File: src/rtl/acq_sequencer.sv
// Acquisition sequencer: arms on start, gates SAMPLES_PER_SHOT beats per trigger.
// Optional ARMED watchdog enabled by defining ACQ_SEQ_TIMEOUT_EN.
`timescale 1ns/1ps
module acq_sequencer #(
    parameter int DATA_WIDTH       = 32,
    parameter int SAMPLES_PER_SHOT = 1024,
    parameter int TIMEOUT_CYCLES   = 1000000
) (
    input  logic                  s00_axis_aclk,
    input  logic                  s00_axis_areset,
    input  logic                  start,
    input  logic                  abort,
    input  logic                  trig_in,
    input  logic [15:0]           cfg_num_avg,
    input  logic [15:0]           cfg_holdoff,
    input  logic                  s00_axis_tvalid,
    input  logic [DATA_WIDTH-1:0] s00_axis_tdata,
    output logic                  s00_axis_tready,
    input  logic                  m00_axis_tready,
    output logic                  m00_axis_tvalid,
    output logic [DATA_WIDTH-1:0] m00_axis_tdata,
    output logic                  m00_axis_tlast,
    input  logic                  avg_result_last,
    output logic                  busy,
    output logic                  done,
    output logic [15:0]           shot_count,
    output logic [7:0]            trig_missed,
    output logic                  timeout_err
);
    localparam int BW = $clog2(SAMPLES_PER_SHOT);

    typedef enum logic [2:0] {
        S_IDLE, S_ARMED, S_CAPTURE, S_HOLDOFF, S_DRAIN, S_DONE
    } state_e;

    state_e        state_q, state_d;
    logic          trig_q;
    logic [15:0]   num_avg_q, num_avg_d;
    logic [15:0]   holdoff_q, holdoff_d;
    logic [BW-1:0] beat_q, beat_d;
    logic [15:0]   hold_q, hold_d;
    logic [15:0]   shot_q, shot_d;
    logic [7:0]    missed_q, missed_d;
    logic          trig_edge;
    logic          beat_last;
    logic          hs;
`ifdef ACQ_SEQ_TIMEOUT_EN
    logic [31:0]   wd_q, wd_d;
    logic          terr_q, terr_d;
`endif

    // State and counter registers; trigger history sampled every cycle
    always_ff @(posedge s00_axis_aclk or posedge s00_axis_areset) begin
        if (s00_axis_areset) begin
            state_q   <= S_IDLE;
            trig_q    <= 1'b0;
            num_avg_q <= 16'd0;
            holdoff_q <= 16'd0;
            beat_q    <= '0;
            hold_q    <= 16'd0;
            shot_q    <= 16'd0;
            missed_q  <= 8'd0;
`ifdef ACQ_SEQ_TIMEOUT_EN
            wd_q      <= 32'd0;
            terr_q    <= 1'b0;
`endif
        end else begin
            state_q   <= state_d;
            trig_q    <= trig_in;
            num_avg_q <= num_avg_d;
            holdoff_q <= holdoff_d;
            beat_q    <= beat_d;
            hold_q    <= hold_d;
            shot_q    <= shot_d;
            missed_q  <= missed_d;
`ifdef ACQ_SEQ_TIMEOUT_EN
            wd_q      <= wd_d;
            terr_q    <= terr_d;
`endif
        end
    end

    assign trig_edge = trig_in & ~trig_q;
    assign beat_last = (beat_q == BW'(SAMPLES_PER_SHOT - 1));
    assign hs        = s00_axis_tvalid & m00_axis_tready;

    // Next-state logic, stream gating and counter updates
    always_comb begin
        state_d         = state_q;
        num_avg_d       = num_avg_q;
        holdoff_d       = holdoff_q;
        beat_d          = beat_q;
        hold_d          = hold_q;
        shot_d          = shot_q;
        missed_d        = missed_q;
`ifdef ACQ_SEQ_TIMEOUT_EN
        wd_d            = wd_q;
        terr_d          = terr_q;
`endif
        s00_axis_tready = 1'b1;
        m00_axis_tvalid = 1'b0;
        m00_axis_tdata  = s00_axis_tdata;
        m00_axis_tlast  = 1'b0;

        if ((state_q == S_CAPTURE || state_q == S_HOLDOFF) &&
            trig_edge && missed_q != 8'hFF) begin
            missed_d = missed_q + 8'd1;
        end

        unique case (state_q)
            S_IDLE: begin
                if (start) begin
                    num_avg_d = (cfg_num_avg == 16'd0) ? 16'd1 : cfg_num_avg;
                    holdoff_d = cfg_holdoff;
                    shot_d    = 16'd0;
                    missed_d  = 8'd0;
`ifdef ACQ_SEQ_TIMEOUT_EN
                    terr_d    = 1'b0;
                    wd_d      = 32'd0;
`endif
                    state_d   = S_ARMED;
                end
            end
            S_ARMED: begin
`ifdef ACQ_SEQ_TIMEOUT_EN
                wd_d = wd_q + 32'd1;
`endif
                if (trig_edge) begin
                    beat_d  = '0;
                    state_d = S_CAPTURE;
                end
`ifdef ACQ_SEQ_TIMEOUT_EN
                else if (wd_q == 32'(TIMEOUT_CYCLES - 1)) begin
                    terr_d  = 1'b1;
                    state_d = S_IDLE;
                end
`endif
            end
            S_CAPTURE: begin
                s00_axis_tready = m00_axis_tready;
                m00_axis_tvalid = s00_axis_tvalid;
                m00_axis_tlast  = beat_last;
                if (hs) begin
                    beat_d = beat_q + 1'b1;
                    if (beat_last) begin
                        beat_d = '0;
                        shot_d = shot_q + 16'd1;
                        if (shot_q + 16'd1 == num_avg_q) begin
                            state_d = S_DRAIN;
                        end else if (holdoff_q == 16'd0) begin
`ifdef ACQ_SEQ_TIMEOUT_EN
                            wd_d    = 32'd0;
`endif
                            state_d = S_ARMED;
                        end else begin
                            hold_d  = 16'd0;
                            state_d = S_HOLDOFF;
                        end
                    end
                end
            end
            S_HOLDOFF: begin
                hold_d = hold_q + 16'd1;
                if (hold_q == holdoff_q - 16'd1) begin
`ifdef ACQ_SEQ_TIMEOUT_EN
                    wd_d    = 32'd0;
`endif
                    state_d = S_ARMED;
                end
            end
            S_DRAIN: begin
                if (avg_result_last) begin
                    state_d = S_DONE;
                end
            end
            S_DONE: begin
                state_d = S_IDLE;
            end
            default: begin
                state_d = S_IDLE;
            end
        endcase

        if (abort) begin
            state_d = S_IDLE;
        end
    end

    assign busy        = (state_q != S_IDLE);
    assign done        = (state_q == S_DONE);
    assign shot_count  = shot_q;
    assign trig_missed = missed_q;
`ifdef ACQ_SEQ_TIMEOUT_EN
    assign timeout_err = terr_q;
`else
    assign timeout_err = 1'b0;
`endif

endmodule

File: config.mk
export PLATFORM = sky130hd
export DESIGN_NAME = acq_sequencer
export DESIGN_NICKNAME = d
export VERILOG_FILES = /design/src/rtl/acq_sequencer.sv
export SDC_FILE = /design/constraint.sdc
export NUM_CORES = 1
export LEC_CHECK = 0
export CORE_MARGIN = 4
export CORE_UTILIZATION = 54
export DETAILED_ROUTE_END_ITERATION = 8
export PLACE_DENSITY = 0.86
export SKIP_LAST_GASP = 1
export SLEW_MARGIN = 20
export SYNTH_ARGS = -nofsm -noshare
export SYNTH_HDL_FRONTEND = slang
export SYNTH_SLANG_ARGS = --single-unit
File: constraint.sdc
create_clock -name s00_axis_aclk -period 4.7 [get_ports s00_axis_aclk]
set_clock_uncertainty 0.15 [all_clocks]
set_input_delay 0.94 -clock s00_axis_aclk [delete_from_list [all_inputs] [get_ports s00_axis_aclk]]
set_output_delay 0.94 -clock s00_axis_aclk [all_outputs]
set_load 0.01 [all_outputs]
; ---- Yosys cells after proc, flatten, opt, wreduce, memory -nomap -nowiden
; Cells that the tools add are included.
[word_totals]
regBits = 86
input_bits = 72
out_inout_bits = 62
elab_cells = 82
[classes]
n_addsub = 5
eq_ne = 21
n_mux = 30
n_bitwise = 3
n_reduce_logical = 15
[ops]
columns = cell, count
row1 = $mux W16, 8
row2 = $pmux W16 S2, 2
row3 = $add A16 B1 Y16 const B, 2
row4 = $eq A16 B16 Y1, 2
row5 = $logic_not A16 Y1, 2
row6 = $mux W10, 3
row7 = $mux W3, 8
row8 = $mux W8, 3
row9 = $pmux W10 S2, 1
row10 = $sub A16 B1 Y16 const B, 1
row11 = $ne A3 B3 Y1 const B, 5
row12 = $pmux W3 S5, 1
row13 = $ne A2 B2 Y1 const B, 6
row14 = $add A10 B1 Y10 const B, 1
row15 = $eq A10 B10 Y1 const B, 1
row16 = $add A8 B1 Y8 const B, 1
row17 = $ne A8 B8 Y1 const B, 1
row18 = $eq A3 B2 Y1 const B, 2
row19 = $eq A3 B3 Y1 const B, 2
row20 = $reduce_and A6 Y1, 1
row21 = $reduce_bool A2 Y1, 3
row22 = $reduce_and A5 Y1, 1
row23 = $reduce_and A4 Y1, 1
row24 = $eq A3 B1 Y1 const B, 1
row25 = 11 further kinds, 15

; ---- Depth between registers and ports, before layout
[logic_depth]
ltp_word = 7
depth_mapped = 11
depth_no_buf = 10

; ---- Least setup slack after synthesis
; OpenSTA, ideal clock, no wires.
[synth_path]
kind = reg2reg
start = register shot_q[0] (netlist: shot_count[0])
end = register hold_q[10]
setup_time_ns = 0.136
arrival_time_ns = 2.634
required_time_ns = 4.414
path_slack_ns = 1.780
stages_incl_launch_ff = 11
n_path_buf = 1
period_less_slack_ns = 2.920
path_cell_list = dfrtp_1 ha_1 nand3_2 nor4_4 xnor2_1 o22ai_2 or4_4 a21oi_4 buf_6 or4_1 a21oi_1
[synth_via]
elab_chain_len = 4
[synth_rtl]
columns = item, line_no
row1 = "start, declared", 42  ; logic [15:0] shot_q, shot_d;
row2 = "start signal, assigned", 74  ; shot_q <= shot_d;
row3 = $add A16 B1 Y16, 148  ; if (shot_q + 16'd1 == num_avg_q) begin
row4 = $eq A16 B16 Y1, 148
row5 = $ne A2 B2 Y1 (no source line), -
row6 = $reduce_and A5 Y1 (no source line), -
row7 = "end signal, assigned", 73  ; hold_q <= hold_d;
row8 = "end, declared", 41  ; logic [15:0] hold_q, hold_d;
; Every way passes these cells.
; A chain may end at the register's enable or synchronous reset.

; ---- Worst setup path after layout
[layout_path]
start = register state_q[2]
end = output m00_axis_tvalid
[layout_via]
elab_chain_len = 2
[layout_rtl]
columns = item, line_no
row1 = "start, declared", 36  ; state_e state_q, state_d;
row2 = "start signal, assigned", 68  ; state_q <= state_d;
row3 = $eq A3 B2 Y1, 110  ; unique case (state_q)
row4 = $mux W1, 110
row5 = "end, declared", 20  ; output logic m00_axis_tvalid,
; Every way passes these cells.

==> flow_summary.yaml <==
outcome:
  status: "finished, final reports clean"
route:
  viasPerCell: 6.26
  drc_errors: 0
  drtIter0Drc: 333
  vias: 4786
  ant_nets: 0
  detail_route.wl_per_cell_um: 17.5
  wl_mm: 13.4
  drt-pass1-iter-count: 5
timing:
  tns_ns: 0
  rsz0062_at_grt: "no"
  hold_violations: 0
  period_share: 0.785
  maxSlewViolCount: 0
  max_freq_ghz: 0.271
  worst_pin_slew_ns: 0.966
  slew_headroom: 0.354
  finalCriticalPeriod_ns: 3.69
  timing.final.ws_setup_ns: 1.01
  setup_viol: 0
logic_synthesis:
  yosysWarnings: 0
  syn_inst: 603
  synth_area_per_cell_um2: 9.18
  synth_ff_type: "dfrtp_1"
  ys_ff_latch: 86
  synth_edf_count: 0
  synth_nets: 681
  ys_seq_area_frac: 0.389
  synth_area_um2: 5540
  synth_async_sr_flop_share: 1.00
  ys_types: 67
clock_tree:
  cts_htree_levels: 3
  cts_buffers: 9
  cts_resized: 0
  cts_sinks: 86
  cts.clk_slew.worst_paths_ns: 0.09
  clk_latency_ns: 0.37
  postCtsSetupRepairBufs: 0
  cts_tree: "built"
  cts-root-buf: "clkbuf_8"
  hold_buffers: 0
  clk_path_buf_depth: 2
critical_path:
  critPathCaptureType: "output port"
  path_class: "register to output port"
  start_kind: "register"
  cp_max_fo: 20
  critPathRequiredTime_ns: 3.61
  cp.arrival_ns: 2.60
global_routing:
  grt_max_degree: 39
  grt_pass1_wl_mm: 21.6
  first_global_vias: 4560
  gr-total-overflow: 0
  track_usage: 0.228
  antenna_found_initial: 0
cells_and_area:
  fin_nets: 705
  drive_gt1_frac: 0.114
  antenna_cells: 0
  syn2layout_area_growth_pct: 13.4
  final_area_um2: 6280
worst_hold_path:
  holdCritPathClass: "register to register"
power_and_ir_drop:
  switching_share: 0.375
  pwr-share-comb: 0.344
  ir_worst_vdd_mv: 0.248
  power_density_nw_per_um2: 431
  seqPwrFrac: 0.437
  clkPwrFrac: 0.218
  power.switching_mw: 1.02
  p_int_mw: 1.69
  p_leak_nw: 2.49
placement:
  portBuffers: 68
  place_area_um2: 6060
  dpl_worst_slack_ns: 1.29
  place_hpwl_mm: 9.85
  gp_congestion: 0.944
floorplan:
  die_w_um: 109
  start_util: 0.561
  dieArea_um2: 11900
  placementRows: 36
  core_um2: 9860
  die_h_um: 109
  pin_count: 134
flow_run:
  drv_cap: 0
==> layer usage <==
layer | part of all wire | vias up | track usage
li1 | - | 2191 | -
met5 | 0 | - | 0
met4 | 0.038 | 0 | 0.123
met1 | 0.40 | 2332 | 0.291
met3 | 0.081 | 57 | 0.0355
met2 | 0.48 | 206 | 0.372
==> flip-flops by register name, indices dropped and copies added, names as in the netlist <==
signal,count
hold_q,16
holdoff_q,16
num_avg_q,16
shot_count,16
beat_q,10
trig_missed,8
state_q,3
trig_q,1
==> Yosys cell counts (5+ instances only) <==
cell	instances	area share
inv_1	12	0.0081
or3_1	8	0.0090
nor4_1	9	0.010
nand2b_1	5	0.0056
buf_4	33	0.045
nor2_1	43	0.029
nor2b_1	6	0.0068
nor3_1	10	0.0090
ha_1	6	0.014
nand3_1	24	0.022
nand4_1	10	0.011
dfrtp_1	86	0.39
o21ai_0	45	0.041
a21oi_1	21	0.019
nand2_1	55	0.037
xnor2_1	23	0.036
or4_1	10	0.014
and3_1	17	0.019
mux2_2	29	0.059
and2_1	6	0.0068
clkbuf_1	18	0.012
o21ai_1	12	0.011
xor2_1	21	0.033
o31ai_1	18	0.024
buf_2	5	0.0045
==> power by group through the flow <==
stage               sequential [mW]  clock, mW  combinational (mW)
global route                   1.21      0.625                1.03
global placement               1.17          0               0.886
floorplan                      1.10          0               0.787
CTS                            1.18      0.597               0.932
finish                         1.18      0.590               0.932
detailed placement             1.19          0               0.928
==> cell families (layout without fill, tap and decap cells) <==
kind of cell / Yosys count / after routing / share of synthesized area
AO/OA/AOI/OAI: 123 / 123 / 0.136
XOR/XNOR: 44 / 44 / 0.0696
adder cells (fa/ha/maj): 6 / 6 / 0.0136
buffers and inverters: 72 / 101 / 0.0750
flip-flops: 86 / 86 / 0.389
multiplexers: 34 / 34 / 0.0682
other: 1 / 1 / 0.000677
AND/OR/NAND/NOR: 237 / 237 / 0.248
==> placed cells by master, fill, tap and decap left out, types with 5 or more instances in the layout <==
cell,Yosys,layout
and3_1,17,17
nand2b_1,5,5
o31ai_1,18,18
nor2b_1,6,6
nand2_1,55,55
xnor2_1,23,23
xor2_1,21,21
a21oi_1,21,21
nor4_1,9,9
clkdlybuf4s50_1,0,68
and2_1,6,6
inv_1,12,11
nand3_1,24,24
or4_1,10,10
or3_1,8,8
dfrtp_1,86,86
nand4_1,10,10
o21ai_1,12,12
clkbuf_8,0,10
ha_1,6,6
mux2_2,29,29
nor3_1,10,10
o21ai_0,45,45
nor2_1,43,42
==> worst max-delay path: stages, from the launching register on <==
cell	delay [ns]
dfrtp_1	0.50
nand2b_1	0.50
nor2_1	0.49
and2_1	0.20
clkdlybuf4s50_1	0.54
==> final cells by class <==
| type | count | area (µm²) |
|---|---|---|
| clock inverters | 5 | 81.3 |
| inverters | 13 | 50.0 |
| fillers | 768 | 3580 |
| repair buffers | 72 | 711 |
| multi-input cells | 445 | 2980 |
| flip-flops and latches | 86 | 2150 |
| well taps | 133 | 166 |
| clock buffers | 11 | 141 |
==> worst paths after layout <==
kind                            startpoint  depth (start not counted)               to  slack, ns
max                             state_q[2]                          4  m00_axis_tvalid       1.01
min                              beat_q[9]                          1        beat_q[9]       0.37
max reg2reg                  shot_count[0]                          9       hold_q[10]       1.26
min reg2reg                      beat_q[9]                          1        beat_q[9]       0.37
max in group asynchronous  s00_axis_areset                          3     holdoff_q[8]       2.95
min in group asynchronous  s00_axis_areset                          2    num_avg_q[13]       0.67
==> stage by stage <==
step | total power [mW] | utilization | instances | hold WS (ns)
after global placement | 2.06 | 0.614 | 749 | 0.351
final | 2.71 | 0.637 | 765 | 0.374
after detailed placement | 2.12 | 0.614 | 749 | 0.364
after CTS | 2.70 | 0.637 | 765 | 0.378
after floorplan | 1.88 | - | 603 | 0.316
after global routing | 2.86 | 0.637 | 765 | 0.410
(Power assumes the default switching activity.)
